### src/rtl/tama_pkg.sv
// Shared definitions for the pet-state command path: command codes,
// ASCII constants and small byte-classification helpers.
package tama_pkg;

  // Command codes driven on cmd_code. Zero never leaves the parser as a command.
  localparam logic [2:0] CMD_NONE   = 3'd0;
  localparam logic [2:0] CMD_FEED   = 3'd1;
  localparam logic [2:0] CMD_PLAY   = 3'd2;
  localparam logic [2:0] CMD_CLEAN  = 3'd3;
  localparam logic [2:0] CMD_SLEEP  = 3'd4;
  localparam logic [2:0] CMD_WAKE   = 3'd5;
  localparam logic [2:0] CMD_MEDS   = 3'd6;
  localparam logic [2:0] CMD_STATUS = 3'd7;

  // ASCII bytes the parser cares about (upper-case letter forms).
  localparam logic [7:0] ASCII_LF    = 8'h0A;
  localparam logic [7:0] ASCII_CR    = 8'h0D;
  localparam logic [7:0] ASCII_SPACE = 8'h20;
  localparam logic [7:0] ASCII_0     = 8'h30;
  localparam logic [7:0] ASCII_9     = 8'h39;
  localparam logic [7:0] ASCII_QMARK = 8'h3F;
  localparam logic [7:0] ASCII_C     = 8'h43;
  localparam logic [7:0] ASCII_F     = 8'h46;
  localparam logic [7:0] ASCII_M     = 8'h4D;
  localparam logic [7:0] ASCII_P     = 8'h50;
  localparam logic [7:0] ASCII_S     = 8'h53;
  localparam logic [7:0] ASCII_W     = 8'h57;

  // Lower-case range and the bit that separates the two cases.
  localparam logic [7:0] ASCII_LC_A     = 8'h61;
  localparam logic [7:0] ASCII_LC_Z     = 8'h7A;
  localparam logic [7:0] ASCII_CASE_BIT = 8'h20;

  // Parser states. busy is simply "state is ST_ARG".
  typedef enum logic [0:0] {
    ST_IDLE = 1'b0,
    ST_ARG  = 1'b1
  } parse_state_e;

  // Map a byte to its command code; letters are case-insensitive,
  // anything that is not a command yields CMD_NONE.
  function automatic logic [2:0] cmd_of(input logic [7:0] b);
    logic [7:0] u;
    u = b;
    if (b >= ASCII_LC_A && b <= ASCII_LC_Z) u = b & ~ASCII_CASE_BIT;
    case (u)
      ASCII_F:     cmd_of = CMD_FEED;
      ASCII_P:     cmd_of = CMD_PLAY;
      ASCII_C:     cmd_of = CMD_CLEAN;
      ASCII_S:     cmd_of = CMD_SLEEP;
      ASCII_W:     cmd_of = CMD_WAKE;
      ASCII_M:     cmd_of = CMD_MEDS;
      ASCII_QMARK: cmd_of = CMD_STATUS;
      default:     cmd_of = CMD_NONE;
    endcase
  endfunction

  function automatic logic is_digit(input logic [7:0] b);
    return (b >= ASCII_0) && (b <= ASCII_9);
  endfunction

  function automatic logic is_eol(input logic [7:0] b);
    return (b == ASCII_CR) || (b == ASCII_LF);
  endfunction

endpackage

### src/rtl/rx_byte_edge.sv
// Turns the receiver's level-style byte output (nonzero while a byte is
// ready, zero otherwise) into a one-cycle byte event. Reusable by any
// consumer of the UART receiver.
module rx_byte_edge (
  input  logic       clk,
  input  logic       rst,
  input  logic [7:0] rx_byte,
  output logic       byte_evt,
  output logic [7:0] evt_byte
);

  logic [7:0] prev_byte;

  // Remember last cycle's byte; cleared on reset so a byte already held
  // when reset releases still produces exactly one event.
  always_ff @(posedge clk) begin
    if (rst) begin
      prev_byte <= 8'h00;
    end else begin
      prev_byte <= rx_byte;
    end
  end

  // A byte event is the zero-to-nonzero transition; a held byte is ignored
  // and 8'h00 can never be an event.
  assign byte_evt = (rx_byte != 8'h00) && (prev_byte == 8'h00);
  assign evt_byte = rx_byte;

endmodule

### src/rtl/uart_cmd_parser.sv
// ASCII command-line parser: one command letter, optional decimal amount,
// then CR or LF. Produces single-cycle command strobes for the pet-state
// logic and single-cycle error strobes with a saturating error count.
//
// Output contract: cmd_valid and err are single-cycle strobes with no
// back-pressure (there is no ready); a consumer must act in the strobe
// cycle. cmd_code/cmd_arg are stable from a cmd_valid until the next one.
// cmd_valid and err are never high together.
module uart_cmd_parser
  import tama_pkg::*;
#(
  parameter int         TIMEOUT_CYCLES = 27_000_000,
  parameter logic [3:0] DEFAULT_ARG    = 4'd1
) (
  input  logic       clk,
  input  logic       rst,
  input  logic [7:0] rx_byte,
  output logic       cmd_valid,
  output logic [2:0] cmd_code,
  output logic [3:0] cmd_arg,
  output logic       err,
  output logic [7:0] err_count,
  output logic       busy
);

  // The counter is cleared in the cycle a byte is consumed, so in the cycle
  // that is TIMEOUT_CYCLES-1 cycles after the byte event it holds
  // TIMEOUT_CYCLES-2; that is the expiry cycle.
  localparam int TW = (TIMEOUT_CYCLES > 2) ? $clog2(TIMEOUT_CYCLES) : 1;
  localparam logic [TW-1:0] TMO_LAST = TW'(TIMEOUT_CYCLES - 2);

  logic         byte_evt;
  logic [7:0]   evt_byte;

  parse_state_e state;
  logic [2:0]   code_q;
  logic [7:0]   acc;
  logic         has_digit;
  logic         ovf;
  logic [TW-1:0] tmo_cnt;

  logic [7:0]   acc_next;
  logic [2:0]   byte_cmd;

  rx_byte_edge u_edge (
    .clk      (clk),
    .rst      (rst),
    .rx_byte  (rx_byte),
    .byte_evt (byte_evt),
    .evt_byte (evt_byte)
  );

  // Decode the current byte: its command code and the accumulator value if
  // it were a digit. acc is frozen at <= 15 before any multiply, so the
  // result (max 159) always fits in 8 bits.
  always_comb begin
    byte_cmd = cmd_of(evt_byte);
    acc_next = (acc * 8'd10) + (evt_byte - ASCII_0);
  end

  // Parser FSM with registered strobes and held command outputs.
  always_ff @(posedge clk) begin
    if (rst) begin
      state     <= ST_IDLE;
      code_q    <= CMD_NONE;
      acc       <= 8'd0;
      has_digit <= 1'b0;
      ovf       <= 1'b0;
      tmo_cnt   <= '0;
      cmd_valid <= 1'b0;
      cmd_code  <= CMD_NONE;
      cmd_arg   <= 4'd0;
      err       <= 1'b0;
    end else begin
      cmd_valid <= 1'b0;
      err       <= 1'b0;
      case (state)
        ST_IDLE: begin
          tmo_cnt <= '0;
          if (byte_evt) begin
            if (byte_cmd != CMD_NONE) begin
              code_q    <= byte_cmd;
              acc       <= 8'd0;
              has_digit <= 1'b0;
              ovf       <= 1'b0;
              state     <= ST_ARG;
            end else if (!is_eol(evt_byte) && evt_byte != ASCII_SPACE) begin
              err <= 1'b1;
            end
          end
        end

        ST_ARG: begin
          if (byte_evt) begin
            // A byte in the expiry cycle wins over the timeout.
            tmo_cnt <= '0;
            if (is_digit(evt_byte)) begin
              has_digit <= 1'b1;
              if (!ovf) begin
                if (acc_next > 8'd15) begin
                  ovf <= 1'b1;
                end else begin
                  acc <= acc_next;
                end
              end
            end else if (is_eol(evt_byte)) begin
              state <= ST_IDLE;
              if (ovf) begin
                err <= 1'b1;
              end else begin
                cmd_valid <= 1'b1;
                cmd_code  <= code_q;
                cmd_arg   <= has_digit ? acc[3:0] : DEFAULT_ARG;
              end
            end else if (evt_byte != ASCII_SPACE) begin
              // Includes a second letter: the whole line is dropped and the
              // byte is not reused as a new command.
              err   <= 1'b1;
              state <= ST_IDLE;
            end
          end else if (tmo_cnt == TMO_LAST) begin
            err   <= 1'b1;
            state <= ST_IDLE;
          end else begin
            tmo_cnt <= tmo_cnt + TW'(1);
          end
        end

        default: begin
          state <= ST_IDLE;
        end
      endcase
    end
  end

  // Saturating count of error strobes.
  always_ff @(posedge clk) begin
    if (rst) begin
      err_count <= 8'd0;
    end else if (err && err_count != 8'hFF) begin
      err_count <= err_count + 8'd1;
    end
  end

  assign busy = (state == ST_ARG);

endmodule

### config.mk
export PLATFORM = sky130hd
export DESIGN_NAME = uart_cmd_parser
export DESIGN_NICKNAME = d
export VERILOG_FILES = /design/src/rtl/tama_pkg.sv /design/src/rtl/rx_byte_edge.sv /design/src/rtl/uart_cmd_parser.sv
export SDC_FILE = /design/constraint.sdc
export NUM_CORES = 1
export LEC_CHECK = 0
export ABC_AREA = 1
export BUFFER_PORTS_ARGS = -buffer_cell sky130_fd_sc_hd__buf_2
export CAP_MARGIN = 20
export CORE_MARGIN = 8
export CORE_UTILIZATION = 30
export CTS_CLUSTER_DIAMETER = 100
export DETAILED_ROUTE_END_ITERATION = 10
export GPL_TIMING_DRIVEN = 1
export PLACE_DENSITY = 0.56
export SLEW_MARGIN = 20
export SYNTH_ARGS = -nofsm -noshare
export SYNTH_HDL_FRONTEND = slang
export SYNTH_SLANG_ARGS = --single-unit
### constraint.sdc
create_clock -name clk -period 4.05 [get_ports clk]
set_input_delay 0.2025 -clock clk [delete_from_list [all_inputs] [get_ports clk]]
set_output_delay 0.2025 -clock clk [all_outputs]
set_load 0.05 [all_outputs]
-- Word level (Yosys, flattened, before mapping)
Index checks and enable logic that the tools add are counted.
- bits in registers: 64
- output and inout bits: 18
- $add $sub $neg: 4
- $mul: 1
- order comparisons: 5
- equality and inequality tests: 19
- multiplexer cells: 42
- bitwise logic cells: 5
- reductions and logical operators: 15
- operators by type and width (operator ; number):
    $mux 25 ; 2
    $pmux 25 s2 ; 1
    $eq 8x7->1 const B ; 6
    $mux 8 ; 6
    $add 25x1->25 const B ; 1
    $eq 25x25->1 const B ; 1
    $mux 1 ; 25
    $pmux 3 s7 ; 1
    $eq 8x4->1 const B ; 2
    $pmux 8 s2 ; 1
    $ne 2x2->1 const B ; 5
    $add 8x1->8 const B ; 1
    $add 8x8->8 ; 1
    $eq 8x6->1 const B ; 1
    $ge 8x6->1 const B ; 1
    $ge 8x7->1 const B ; 1
    $gt 8x4->1 const B ; 1
    $le 8x6->1 const B ; 1
    $le 8x7->1 const B ; 1
    $logic_not 8->1 ; 1
    $mul 8x3->7 const B ; 1
    $ne 8x6->1 const B ; 1
    $ne 8x8->1 const B ; 1
    $pmux 1 s2 ; 4
    other kinds (16) ; 24

-- Logic depth before layout (Yosys ltp)
- word-level depth: 9
- mapped depth: 17
- depth with buffers taken out: 17

-- Cells and area by module
A second synthesis with hierarchy kept.
- cells, all modules: 506
- area total of the unflattened synthesis: 3639.7 um2
- by module, submodules not included (module ; times used ; cells each ; area an instance (um2)):
    uart_cmd_parser ; 1 ; 450 ; 3268.1
    rx_byte_edge ; 1 ; 56 ; 371.6

-- Worst setup path after synthesis
No wires, ideal clock.
- path kind: flip-flop to flip-flop
- start: reg acc[1]
- end: reg acc[6]
- arrival time: 2.892 ns
- setup slack: 1.047 ns
- cell stages (with the launch flop): 18
- path buffers: 0
- clock period less this slack: 3.003 ns
- path through: dfxtp_1 ha_1 ha_1 fa_1 xnor2_1 ha_1 inv_1 ha_1 a21oi_1 o21ai_0 nor2_1 inv_1 nand2_1 nand3_1 a21oi_1 nand3_4 nand2_4 nor2_1
- longest elaborated chain between the ends: 7
- RTL lines (item ; RTL line ; text):
    start, declared ; uart_cmd_parser.sv:37 ; logic [7:0] acc;
    start signal, assigned ; uart_cmd_parser.sv:103 ; acc <= acc_next;
    $mul 8x3->7 * ; uart_cmd_parser.sv:58 ; acc_next = (acc * 8'd10) + (evt_byte - ASCII_0);
    $add 8x8->8 * ; uart_cmd_parser.sv:58 ;
    parallel branches: the longest is 5 deep, another holds $gt 8x4->1 ; - ;
Mark *: on every way between the ends. The select of a mux whose other input is x is not followed.
A chain may end at the register's enable or synchronous reset.

-- Final worst setup path
- start: reg acc[3]
- end: reg acc[6]
The elaborated chain is that of the path after synthesis.

==> summary.md <==
| Metric | Value |
|---|---|
| Outcome | `finished, final reports clean` |
| DR vias | `3,258` |
| Min-Delay Path Class | `in2reg` |
| Crit Path Max Fanout | `5` |
| Worst Clk Skew | `0.00403 ns` |
| Period utilization | `approximately four fifths` |
| Port buffer count | `27` |
| Die area | `0.0156 mm^2` |
| Die Wd | `125 um` |
| # setup viols final | `0` |
| # clock sinks | `63` |
| Worst-path cell chain | `ha_1 -> ha_1 -> fa_1 -> xnor2_1 -> ha_1 -> inv_1 -> ha_1 -> a21oi_1 -> o21ai_0 -> nor2_1 -> inv_1 -> nand2_1 -> nand3_1 -> a21oi_1 -> nand3_4 -> nand2_4 -> nor2_1` |
| Worst Tran Pin Value | `about 0.62 ns` |
| Crit. End Element | `register` |
| CTS H-tree depth | `3` |
| Vias in the first global route | `~3,100` |
| Num rows | `39` |
| Antenna violations before repair | `0` |
| Global-route wire length before repair | `14.3 mm` |
| Fin crit period | `3.28 ns` |
| Non-filler cells in the finished layout | `675` |
| Syn Inst Count | `slightly below 500` |
| Routed Antenna Nets | `0` |
| Initial Utilization | `30.9%` |
| # IOs | `28` |
| Fin. Hold Viols | `0` |
| Post-Syn Nets | `530` |
| Kind of cell adding the most delay to the critical path | `adder cells` |
| Final Max Tran Viols | `0` |
| Skew-Pair Late Insertion Delay | `0.32 ns` |
| Max-cap viol count | `0` |
| RSZ-0062 raised after global routing | `no` |
| Top_reg_cell synth | `dfxtp_1` |
| Nets | `561` |
| Gpl congestion | `about 0.84` |
| Pin count of the biggest net entering global routing | `22` |
| Share of layout cells above drive strength 1 | `about 14%` |
| Final Power | `between 1 and 1.5 mW` |
| Register area share after synthesis | `35.5%` |
| CTS tree | `done` |
| Peak Freq | `0.305 GHz` |
| Post-CTS Setup Inserts | `0` |
| Post-synth EDFFs | `0` |
| Core area | `0.0115 mm^2` |
| Tot GR Track Use | `10.8%` |
| Ys Warns | `0` |
| Initial DRC Count | `164` |
| Synth Register Bits | `63` |
| Clock buffer count from CTS | `9` |
| Netlist Area Pre-Place | `approximately 0.0036 mm^2` |
| Slowest Stage Delay on Critical Path | `0.38 ns` |
| Die Y | `125 um` |
| Post-DR wirelength/cell | `12.3 um` |
| Pwr/cell area | `344 mW/mm^2` |
| Final HPWL DP | `about 6.5 mm` |
| Slowest CP cell | `dfxtp_1` |
| Clk slew on worst S/H paths | `0.05 ns` |
| Post-synth ARST share | `0%` |
| CP most frequent cell | `ha_1` |
| # diodes | `0` |
| Placed cells | `660` |
| Post-route cell area | `0.00412 mm^2` |
| Required @ worst endpoint | `4.26 ns` |
| Hold-fix buffers at CTS | `0` |
| Final setup TNS | `0 ns` |
| Routed WL | `8.28 mm` |
| Peak VDD IR | `between 200 and 250 uV` |
| P&R area growth vs syn | `15.8%` |
| Max_slew headroom | `between 50% and 60%` |
| TritonRoute pass-1 iters | `4` |
| WP data arrival | `3.49 ns` |
| Dpl cell area | `between 0.003 and 0.004 mm^2` |
| Worst Path Buf+Inv | `2` |
| Final setup margin | `between 0.7 and 0.8 ns` |
| CTS max path bufs | `2` |
| Type of the worst setup path | `reg2reg` |
| Avg Vias per Cell | `4.83` |
| Syn_area_per_cell | `7.15 um^2` |
| Synth cell types | `40` |
| Clock root buffer | `clkbuf_16` |
| Number of remaining DRC errors | `0` |
| Hold Slack | `0.171 ns` |
| LEAKAGE | `1.80 nW` |
| Post_cts resized | `0` |
| Worst Setup Start Kind | `register` |
| Util after Layout | `35.8%` |
| Pre-CTS WS | `~0.77 ns` |
| Total grt overflow | `0` |
cell usage in the layout, fill, tap and decap left out, types with 3 or more instances in the layout:
| master | netlist | layout |
|---|---|---|
| buf_2 | 2 | 27 |
| inv_2 | 3 | 3 |
| nand3_2 | 7 | 7 |
| nor2_2 | 9 | 9 |
| xnor2_1 | 3 | 3 |
| nand4_1 | 13 | 13 |
| clkbuf_16 | 0 | 9 |
| o21ai_0 | 19 | 19 |
| nor2_1 | 63 | 63 |
| nand3_1 | 41 | 41 |
| a21oi_1 | 30 | 30 |
| xor2_1 | 3 | 3 |
| nor2_4 | 3 | 3 |
| nor4_1 | 3 | 3 |
| nor3_1 | 18 | 18 |
| nand3b_1 | 3 | 3 |
| nand2_1 | 87 | 87 |
| nand2_4 | 3 | 3 |
| inv_1 | 73 | 73 |
| dfxtp_1 | 63 | 63 |
| clkbuf_8 | 0 | 3 |
| ha_1 | 21 | 21 |
tightest hold or removal path, stage by stage:
cell    delay [ns]
buf_2         0.10
inv_1         0.07
nor2_1        0.08
cell usage after synthesis (7+ instances only):
cell type / number / area (um^2)
nor3_1: 18 / 90.1
nand3_2: 7 / 70.1
nand4_1: 13 / 81.3
ha_1: 21 / 263
nor2_2: 9 / 56.3
nand3_1: 41 / 205
nand2_1: 87 / 327
inv_1: 73 / 274
o21ai_0: 19 / 95.1
nor2_1: 63 / 236
a21oi_1: 30 / 150
dfxtp_1: 63 / 1260
sequential cells by signal (all words and copies together), names as in the netlist, 3 cells and up:
| signal | count |
|---|---|
| tmo_cnt | 25 |
| u_edge.prev_byte | 8 |
| cmd_arg | 4 |
| err_count | 8 |
| acc | 7 |
| cmd_code | 3 |
| code_q | 3 |
report_power, final:
part	internal [mW]	switching, mW	leakage (nW)
clock	0.458	0.255	0.140
sequential	0.626	0.00241	0.510
combinational	0.0233	0.0527	1.15
total	1.11	0.311	1.80
area by class of cell:
type / instances / area [um^2]
Timing Repair Buffer: 27 / 135
Clock buffer: 12 / 267
Tap cell: 143 / 179
Inverter: 76 / 285
Fill cell: 1247 / 7400
Multi-Input combinational cell: 351 / 1970
Sequential cell: 63 / 1260
Clock inverter: 3 / 17.5
cell families (layout without fill, tap and decap cells):
kind of cell	count (synthesis)	count (layout)	share of synthesized area [%]
DFF	63	63	35.5
buffers and inverters	83	118	9.04
AOI/OAI and AO/OA	65	65	10.5
and+or+nand+nor	257	257	35.0
xor gates and xnor gates	6	6	1.48
adders and majority gates	23	23	8.52
final timing paths:
kind | startpoint | endpoint | slack [ns] | depth (start not counted)
worst min register to register | acc[5] | acc[5] | 0.46 | 2
worst max register to register | acc[3] | acc[6] | 0.77 | 17
worst max-delay path | acc[3] | acc[6] | 0.77 | 17
worst min-delay path | rx_byte[6] | u_edge.prev_byte[6] | 0.17 | 3
routing by layer:
layer  up-vias  routed length, um  track usage (%)
li1       1693                  -                -
met1      1475               3910             13.2
met2        74               3900             17.8
met3        16                338             2.61
met5         -                  0                0
met4         0                142             4.23
(Power assumes the default switching activity.)
